==> config.mk <==
export PLATFORM = sky130hd
export DESIGN_NAME = itoa_writer_flat
export DESIGN_NICKNAME = d
export VERILOG_FILES = /design/src/rtl/itoa_writer_pkg.sv /design/src/rtl/mb8_io.sv /design/src/rtl/itoa_writer_udiv10.sv /design/src/rtl/itoa_writer.sv /design/src/flat_wrapper.sv
export SDC_FILE = /design/constraint.sdc
export NUM_CORES = 1
export LEC_CHECK = 0
export CAP_MARGIN = 20
export CORE_ASPECT_RATIO = 0.9
export CORE_MARGIN = 2
export CORE_UTILIZATION = 60
export DETAILED_ROUTE_END_ITERATION = 8
export PLACE_DENSITY = 0.83
export SLEW_MARGIN = 30
export SYNTH_ARGS = -nofsm -noshare
export SYNTH_HDL_FRONTEND = slang
export SYNTH_SLANG_ARGS = --single-unit
export TNS_END_PERCENT = 10
==> constraint.sdc <==
create_clock -name clk -period 7.54 [get_ports clk]
set_input_delay 1.508 -clock clk [delete_from_list [all_inputs] [get_ports clk]]
set_output_delay 1.508 -clock clk [all_outputs]
set_load 0.01 [all_outputs]
==> src/rtl/itoa_writer_pkg.sv <==
// Shared types and character constants for the number-to-text emitter.
package itoa_writer_pkg;

    typedef enum logic [2:0] {IDL, SGN, DIV, PSH, WR, SPC, DON} itoa_sts;

    localparam logic [7:0] ASC_0     = 8'h30;
    localparam logic [7:0] ASC_A     = 8'h41;
    localparam logic [7:0] ASC_MINUS = 8'h2D;
    localparam logic [7:0] ASC_SPACE = 8'h20;

    function automatic logic [7:0] dig2asc(input logic [3:0] d);
        return (d < 4'd10) ? (ASC_0 + {4'h0, d}) : (ASC_A + {4'h0, d} - 8'd10);
    endfunction

endpackage

==> src/rtl/mb8_io.sv <==
// Byte-wide memory block port: one master drives write strobe, address and data.
interface mb8_io #(
    parameter int ASZ = 17,
    parameter int MSZ = 8
);
    logic           we;
    logic [ASZ-1:0] ai;
    logic [MSZ-1:0] vi;

    modport master (output we, ai, vi);
    modport slave  (input  we, ai, vi);
endinterface

==> src/rtl/itoa_writer_udiv10.sv <==
// Sequential restoring divide-by-10, one quotient bit per cycle.
// The step on the start edge already consumes the first dividend bit, so done is seen in the DSZ-th cycle.
module itoa_writer_udiv10 #(
    parameter int DSZ = 32
) (
    input  logic           clk,
    input  logic           rst,
    input  logic           start,
    input  logic [DSZ-1:0] n,
    output logic [DSZ-1:0] q,
    output logic [3:0]     r,
    output logic           done
);
    localparam int CW = $clog2(DSZ + 1);

    logic [DSZ-1:0] q_q, q_d, src_q;
    logic [3:0]     r_q, r_d, src_r;
    logic [4:0]     part;
    logic [CW-1:0]  cnt_q, cnt_d;
    logic           busy_q, busy_d;
    logic           done_q, done_d;

    always_comb begin
        src_r  = start ? 4'h0 : r_q;
        src_q  = start ? n : q_q;
        part   = {src_r, src_q[DSZ-1]};
        q_d    = q_q;
        r_d    = r_q;
        cnt_d  = cnt_q;
        busy_d = busy_q;
        done_d = 1'b0;
        if (start || busy_q) begin
            if (part >= 5'd10) begin
                r_d = 4'(part - 5'd10);
                q_d = {src_q[DSZ-2:0], 1'b1};
            end else begin
                r_d = part[3:0];
                q_d = {src_q[DSZ-2:0], 1'b0};
            end
            cnt_d  = start ? CW'(1) : cnt_q + CW'(1);
            done_d = (cnt_d == CW'(DSZ));
            busy_d = !done_d;
        end
    end

    always_ff @(posedge clk or posedge rst) begin
        if (rst) begin
            q_q    <= '0;
            r_q    <= '0;
            cnt_q  <= '0;
            busy_q <= 1'b0;
            done_q <= 1'b0;
        end else begin
            q_q    <= q_d;
            r_q    <= r_d;
            cnt_q  <= cnt_d;
            busy_q <= busy_d;
            done_q <= done_d;
        end
    end

    assign q    = q_q;
    assign r    = r_q;
    assign done = done_q;

endmodule

==> src/rtl/itoa_writer.sv <==
// Converts a data-stack value to ASCII (signed decimal or unsigned hex) and writes it,
// most-significant digit first plus a trailing space, through its byte memory port.
module itoa_writer
    import itoa_writer_pkg::*;
#(
    parameter int MSZ  = 8,
    parameter int DSZ  = 32,
    parameter int ASZ  = 17,
    parameter int NDIG = 11
) (
    input  logic           clk,
    input  logic           rst,
    input  logic           en,
    input  logic           hex,
    input  logic [DSZ-1:0] vi,
    input  logic [ASZ-1:0] tob,
    mb8_io.master          mb_if,
    output logic           bsy,
    output logic [7:0]     len
);
    localparam int SPW = $clog2(NDIG + 1);

    itoa_sts        state_q, state_d;
    logic [DSZ-1:0] val_q, val_d, mag_q, mag_d;
    logic           hex_q, hex_d;
    logic [ASZ-1:0] tob_q, tob_d, ptr_q, ptr_d;
    logic [3:0]     dig_q, dig_d;
    logic [SPW-1:0] sp_q, sp_d;
    logic           we_q, we_d;
    logic [ASZ-1:0] ai_q, ai_d;
    logic [MSZ-1:0] wd_q, wd_d;
    logic           bsy_q, bsy_d;
    logic [7:0]     len_q, len_d;

    logic [MSZ-1:0] lifo_q [NDIG];
    logic           push;
    logic [MSZ-1:0] push_chr;
    logic           neg;
    logic           div_start, div_done;
    logic [DSZ-1:0] div_q;
    logic [3:0]     div_r;

    assign neg = !hex_q && val_q[DSZ-1];

    itoa_writer_udiv10 #(.DSZ(DSZ)) u_div (
        .clk   (clk),
        .rst   (rst),
        .start (div_start),
        .n     (mag_d),
        .q     (div_q),
        .r     (div_r),
        .done  (div_done)
    );

    always_comb begin
        state_d   = state_q;
        val_d     = val_q;
        hex_d     = hex_q;
        tob_d     = tob_q;
        ptr_d     = ptr_q;
        mag_d     = mag_q;
        dig_d     = dig_q;
        sp_d      = sp_q;
        bsy_d     = bsy_q;
        len_d     = len_q;
        we_d      = 1'b0;
        ai_d      = '0;
        wd_d      = '0;
        push      = 1'b0;
        push_chr  = MSZ'(dig2asc(dig_q));
        div_start = 1'b0;

        // Bus registers are loaded on the edge entering the state that owns the write,
        // so each strobe lines up with SGN/WR/SPC rather than trailing by a cycle.
        case (state_q)
            IDL: if (en) begin
                val_d   = vi;
                hex_d   = hex;
                tob_d   = tob;
                sp_d    = '0;
                bsy_d   = 1'b1;
                state_d = SGN;
            end
            SGN: if (neg && !we_q) begin
                we_d = 1'b1;
                ai_d = tob_q;
                wd_d = MSZ'(ASC_MINUS);
            end else begin
                mag_d     = neg ? (~val_q + DSZ'(1)) : val_q;
                ptr_d     = neg ? (tob_q + ASZ'(1)) : tob_q;
                div_start = !hex_q;
                state_d   = DIV;
            end
            DIV: if (hex_q) begin
                dig_d   = mag_q[3:0];
                mag_d   = mag_q >> 4;
                state_d = PSH;
            end else if (div_done) begin
                dig_d   = div_r;
                mag_d   = div_q;
                state_d = PSH;
            end
            PSH: if (mag_q != '0) begin
                push      = 1'b1;
                sp_d      = sp_q + SPW'(1);
                div_start = !hex_q;
                state_d   = DIV;
            end else begin
                // The most-significant digit goes straight to the bus instead of the LIFO.
                we_d    = 1'b1;
                ai_d    = ptr_q;
                wd_d    = push_chr;
                ptr_d   = ptr_q + ASZ'(1);
                state_d = WR;
            end
            WR: if (sp_q != '0) begin
                we_d  = 1'b1;
                ai_d  = ptr_q;
                wd_d  = lifo_q[sp_q - SPW'(1)];
                sp_d  = sp_q - SPW'(1);
                ptr_d = ptr_q + ASZ'(1);
            end else begin
                we_d    = 1'b1;
                ai_d    = ptr_q;
                wd_d    = MSZ'(ASC_SPACE);
                len_d   = 8'(ptr_q + ASZ'(1) - tob_q);
                state_d = SPC;
            end
            SPC: begin
                bsy_d   = 1'b0;
                state_d = DON;
            end
            DON: ;
            default: state_d = IDL;
        endcase

        if (state_q != IDL && !en) begin
            state_d   = IDL;
            bsy_d     = 1'b0;
            len_d     = len_q;
            we_d      = 1'b0;
            ai_d      = '0;
            wd_d      = '0;
            push      = 1'b0;
            div_start = 1'b0;
        end
    end

    always_ff @(posedge clk or posedge rst) begin
        if (rst) begin
            state_q <= IDL;
            val_q   <= '0;
            hex_q   <= 1'b0;
            tob_q   <= '0;
            ptr_q   <= '0;
            mag_q   <= '0;
            dig_q   <= '0;
            sp_q    <= '0;
            we_q    <= 1'b0;
            ai_q    <= '0;
            wd_q    <= '0;
            bsy_q   <= 1'b0;
            len_q   <= '0;
        end else begin
            state_q <= state_d;
            val_q   <= val_d;
            hex_q   <= hex_d;
            tob_q   <= tob_d;
            ptr_q   <= ptr_d;
            mag_q   <= mag_d;
            dig_q   <= dig_d;
            sp_q    <= sp_d;
            we_q    <= we_d;
            ai_q    <= ai_d;
            wd_q    <= wd_d;
            bsy_q   <= bsy_d;
            len_q   <= len_d;
        end
    end

    always_ff @(posedge clk) begin
        if (push) lifo_q[sp_q] <= push_chr;
    end

    lifo_no_overflow: assert property (@(posedge clk) disable iff (rst) push |-> (sp_q < SPW'(NDIG)));

    assign mb_if.we = we_q;
    assign mb_if.ai = ai_q;
    assign mb_if.vi = wd_q;
    assign bsy      = bsy_q;
    assign len      = len_q;

endmodule

==> src/flat_wrapper.sv <==
// flat-port wrapper written by rule: the top's interface ports become plain ports
module itoa_writer_flat import itoa_writer_pkg::*;
#(
    parameter int MSZ  = 8,
    parameter int DSZ  = 32,
    parameter int ASZ  = 17,
    parameter int NDIG = 11
)
  (clk, rst, en, hex, vi, tob, bsy, len, mb_if_we, mb_if_ai, mb_if_vi);
  mb8_io #(.ASZ(ASZ), .MSZ(MSZ)) mb_if_i ();
  input  logic clk;
  input  logic rst;
  input  logic en;
  input  logic hex;
  input  logic [DSZ-1:0] vi;
  input  logic [ASZ-1:0] tob;
  output logic bsy;
  output logic [7:0] len;
  output wire logic [$bits(mb_if_i.we)-1:0] mb_if_we;
  output wire logic [$bits(mb_if_i.ai)-1:0] mb_if_ai;
  output wire logic [$bits(mb_if_i.vi)-1:0] mb_if_vi;
  assign mb_if_we = mb_if_i.we;
  assign mb_if_ai = mb_if_i.ai;
  assign mb_if_vi = mb_if_i.vi;
  itoa_writer #(.MSZ(MSZ), .DSZ(DSZ), .ASZ(ASZ), .NDIG(NDIG)) u_core (.clk(clk), .rst(rst), .en(en), .hex(hex), .vi(vi), .tob(tob), .mb_if(mb_if_i), .bsy(bsy), .len(len));
endmodule
# Word-level counts from Yosys, hierarchy flattened
# Memory sizes are Yosys's and may differ from the RTL's.
# Cells that the tools add are included.
# W data, S select, Z words.
[classes]
n_reduce_logical = 23
muxes = 56
magnitude_cmp = 2
bitwise_logic = 3
n_eq_ne = 17
n_addsub = 11
[ops]
columns = ["operator", "n"]
rows = [
  ["$mux W32", 5],
  ["$mux W17", 7],
  ["$pmux W17 S3", 2],
  ["$pmux W32 S2", 1],
  ["$add A17 B1 Y17 const B", 2],
  ["$add A32 B1 Y32 const B", 1],
  ["$mux W8", 4],
  ["$not A32 Y32", 1],
  ["$reduce_bool A32 Y1", 1],
  ["$mux W4", 7],
  ["$pmux W8 S3", 1],
  ["$mux W3", 7],
  ["$pmux W3 S7", 1],
  ["$mux W1", 15],
  ["$mux W6", 2],
  ["$pmux W4 S3", 1],
  ["$reduce_bool A3 Y1", 4],
  ["$eq A3 B3 Y1 const B", 3],
  ["$add A7 B4 Y8 const A", 1],
  ["$reduce_and A4 Y1", 2],
  ["$sub A8 B4 Y8 const B", 1],
  ["$sub A8 B8 Y8", 1],
  ["$add A6 B4 Y7 const A", 1],
  ["$add A6 B1 Y6 const B", 1],
  ["25 further kinds", 40],
]
[totals]
mem_count = 1
mem_bits_rw = 88
regBits = 189
[memory_table]
columns = ["name", "words", "width", "read_ports", "rd_ports_with_merged_regs", "wr", "line_no", "text"]
rows = [
  ["u_core.lifo_q", 11, 8, 1, 0, 1, "itoa_writer.sv:35", "logic [MSZ-1:0] lifo_q [NDIG];"],
]

# Depth between registers and ports, before layout
[depth]
depth_word = 9
ltp_mapped = 13

# Hierarchy
# From an unflattened synthesis, not the netlist that was laid out.
[hier_totals]
cells_unflattened = 1241
area_unflattened_um2 = 13430.4
[by_module_without_submodules]
columns = ["mod", "instances", "cells_per_inst", "area_each_um2"]
rows = [
  ["itoa_writer", 1, 1028, 11245.8],
  ["itoa_writer_udiv10", 1, 213, 2184.6],
]

# Least setup slack after synthesis
# OpenSTA, ideal clock, no wires.
[synth_timing]
path_kind = "input port to flip-flop"
start = "input port en"
end = "register u_core.u_div.r_q[2] (netlist: u_core.u_div.r[2])"
n_path_buf = 2
path_slack_ns = 4.022
stages = 12
t_arrival_ns = 3.446
required_time_ns = 7.468
setup_time_ns = 0.072
cell_sequence = "clkbuf_1 -> nand3b_1 -> a21oi_1 -> clkbuf_1 -> nand2b_1 -> ha_1 -> inv_1 -> a21o_1 -> a21oi_1 -> mux2i_1 -> mux2i_1 -> nor2_1"
[synth_between]
elab_chain_cells = 6
word_cells_on_any_way = 9
classes_between = "add/sub: 1; order compare: 1; mux: 4; reduce/logical: 3"
[synth_lines]
columns = ["item", "line_no", "text"]
rows = [
  ["start, declared", "flat_wrapper.sv:13", "input logic en;"],
  ["$logic_not A1 Y1 (*)", "itoa_writer.sv:137", "if (state_q != IDL && !en) begin"],
  ["$logic_and A1 B1 Y1 (*)", "itoa_writer.sv:137", ""],
  ["$mux W1 (*)", "itoa_writer.sv:137", ""],
  ["$mux W32 or $mux W4 (tied branches)", "itoa_writer_udiv10.sv:25, itoa_writer_udiv10.sv:24", ""],
  ["$sub A4 B4 Y4 or $ge A5 B4 Y1 (tied branches)", "itoa_writer_udiv10.sv:34, itoa_writer_udiv10.sv:33", ""],
  ["$mux W4", "itoa_writer_udiv10.sv:33", "if (part >= 5'd10) begin"],
  ["end signal, assigned", "itoa_writer_udiv10.sv:55", "r_q <= r_d;"],
  ["end, declared", "itoa_writer_udiv10.sv:17", "logic [3:0] r_q, r_d, src_r;"],
]
# Mark *: on every way between the ends. The rest lies on a longest branch, timed or not.
# A chain may end at the register's enable or synchronous reset.

# Worst setup path in the final report
# Ends and elaborated chain as after synthesis.

==> out/metrics.yaml <==
timing:
  setup_viol: 0
  skew_ns: 0.0194
  max_freq_ghz: 0.247
  setup-tns-final_ns: 0
  fin_crit_sh_pct: 53.7
  finalMaxSlewViolations: 0
  rsz0062_at_grt: "false"
  slew-limit-headroom_pct: 30.6
  worst_pin_slew_ns: 1.04
  fin_crit_ns: 4.05
  hold_viol: 0
route:
  vias: 10706
  firstDrtPassIters: 8
  final_antenna_net_count: 0
  drc_errors: 0
  drt_wl_total_um: 34100
  vias_per_cell: 6.43
  wire_per_inst_um: 20.5
  drtIter0Drc: 1167
run:
  max_cap_viol_count: 0
clock_tree:
  cts_buffers: 28
  clk_latency_ns: 0.55
  ctsHtreeMaxLevel: 1
  clockBufferDepth: 3
  clk_pin_slew_ns: 0.06
  hold_buffers: 0
  cts_tree: "yes"
  ctsResizeCount: 0
  post_cts_buffers: 0
  cts.sinks: 265
  clock-root-buffer: "clkbuf_16"
floorplan:
  coreArea_um2: 22500
  row_count: 52
  dieArea_um2: 24200
  die_w_um: 164
  io_pins: 88
  start_util_pct: 61.2
  die_h_um: 148
worst_setup_path:
  critPathBufInv: 3
  crit_arrival_ns: 4.51
  cp-end-kind: "register"
  critPathKind: "primary input to register"
  slowest_delay_ns: 0.76
  critical_path.cell_chain: "clkdlybuf4s50_1 -> nand3b_1 -> a21oi_4 -> buf_4 -> nand2b_1 -> ha_1 -> inv_1 -> a21o_1 -> a21oi_1 -> mux2i_1 -> mux2i_1 -> nor2_1"
  crit_family: "buffers and inverters"
  crit_slowest_cell: "clkdlybuf4s50_1"
  start_kind: "primary input"
  cp_common_cell: "mux2i_1"
  critPathMaxFanout: 78
  cp_data_required_time_ns: 8.01
synthesis:
  ys_types: 81
  yosysSeqAreaShare_pct: 50.9
  synth_edf_count: 77
  syn_area_um2: 13800
  synthCells: 1303
  synth_area_per_cell_um2: 10.6
  synth_fp_nets: 1374
  async_reset_ff_share_pct: 70.9
  yosysTopAreaCellShare_pct: 34.2
  synth_seq_cells: 265
  synth.largest_area_cell: "dfrtp_1"
  yosysWarnings: 0
  synth_ff_type: "dfrtp_1"
  synth_area_leaders: "dfrtp_1, edfxtp_1, mux2i_1"
power_and_ir_drop:
  power.density_nw_per_um2: 423
  finalPower_w: 0.00666
  power.leakage_nw: 6.36
  irDropWorstVdd_uv: 287
placement:
  dpl.hpwl_um: 22100
  io_buffers: 86
  placed_cell_area_um2: 14800
  globalplace.congestion: 0.924
  dp_cells: 1613
worst_hold_path:
  hold_path.class: "register to register"
grt:
  grt_usage_pct: 28.9
  grt_pass1_wl_um: 55700
  grt.busiest_layer: "met2"
  antenna_found_initial: 0
  use_met1_pct: 42.8
  overflow: 0
  grt_util_met3_pct: 5.70
  grt_pass1_vias: 10345
  grt_max_degree: 124
  use_met2_pct: 44.4
finish:
  antenna_cells: 0
  design_area_um2: 15800
  drive_gt1_share_pct: 11.0
  final_util_pct: 70.0
  finalNonFillerCells: 1664
  fill_cells: 1643
  final_net_count: 1418
  areaGrowthSynthToFinish_pct: 14.4
run_status:
  status: "completed"
## cell usage after synthesis, drive strengths merged (8+ instances only)
master,number
buf,28
xnor2,32
nand2,109
o211ai,9
ha,17
a21oi,79
a21o,30
clkbuf,56
and3,17
dfrtp,188
inv,29
nand3,32
a22oi,31
mux4,14
nor2,128
edfxtp,77
nand4,17
mux2,41
nand2b,8
nor3,23
mux2i,83
o21ai,86
o22ai,10
xor2,18
nor4,19
## path summary, 6_finish.rpt
check / from / to / slack [ns] / depth (start not counted)
max reg2reg: u_core.state_q[0] / u_core.u_div.r[2] / 3.94 / 12
min in group asynchronous: rst / u_core.val_q[24] / 1.53 / 2
max in group asynchronous: rst / u_core.hex_q / 4.64 / 3
min: u_core.len[7] / u_core.len[7] / 0.48 / 2
min reg2reg: u_core.len[7] / u_core.len[7] / 0.48 / 2
max: en / u_core.u_div.r[2] / 3.49 / 12
## report_power, final
group	leakage [nW]	internal (W)	switching, W
combinational	2.88	0.00112	0.00156
sequential	3.02	0.00204	0.000580
clock	0.458	0.000819	0.000556
total	6.36	0.00397	0.00269
## routing by layer
layer  up-vias  part of all wire (%)
li1       4870                     -
met1      5258                    44
met2       504                    46
met3        74                   8.1
met4         0                   2.1
met5         -                     0
## registers in the layout (all words and copies together) (netlist names), 6 cells and up
name	count
u_core.lifo_q	77
u_core.mag_q	32
u_core.u_div.q	32
u_core.val_q	32
u_core.mb_if.ai	17
u_core.ptr_q	17
u_core.tob_q	17
u_core.len	8
u_core.mb_if.vi	7
u_core.u_div.cnt_q	6
## layout by cell type (no fill, tap or decap), drive strengths merged, types with 6 or more instances in the layout
cell type,count
nand2b,8
clkdlybuf4s50,86
o211ai,9
mux2i,83
nor3,23
nand4,17
inv,30
ha,17
mux2,41
o22ai,10
nor2,128
o21ai,86
and3,17
a211oi,7
nand2,109
buf,11
a21oi,79
xor2,18
clkinv,6
o31ai,7
or3,6
mux4,14
dfrtp,188
nor2b,7
edfxtp,77
xnor2,32
a22oi,31
a21o,30
o21bai,7
nand3,32
nor4,19
clkbuf,42
## final cells by class
cell class,count,area [µm²],area share (%)
clock buffer,41,821,5.21
clock inverter,9,98.8,0.627
inverter,29,116,0.738
timing repair buffer,98,951,6.03
sequential,265,7020,44.5
tap,297,372,2.36
multi-input combinational,925,6380,40.5
## logic make-up after synthesis
logic type,count (synthesis),share of synthesized area [%]
AO/OA/AOI/OAI,320,14.9
XOR/XNOR,50,3.18
adder cells (fa/ha/maj),18,1.69
buffers and inverters,113,3.31
flip-flops,265,50.9
multiplexers,138,11.7
other,1,0.0272
AND/OR/NAND/NOR,398,14.2
## worst reg2reg max path: cells and delay by family (launching register included)
kind / cells / cell delay [ns]
AO/OA/AOI/OAI: 3 / 0.51
adder cells (fa/ha/maj): 1 / 0.22
buffers and inverters: 2 / 0.69
flip-flops: 1 / 0.66
multiplexers: 2 / 0.30
AND/OR/NAND/NOR: 4 / 1.13
## through the flow
step	setup slack, ns	hold slack (ns)
after floorplan	0.918	0.450
after global placement	3.18	0.469
after detailed placement	3.01	0.475
after CTS	3.57	0.488
after global routing	3.23	0.514
final	3.49	0.483
No activity file was read; power rests on OpenSTA's default activity.
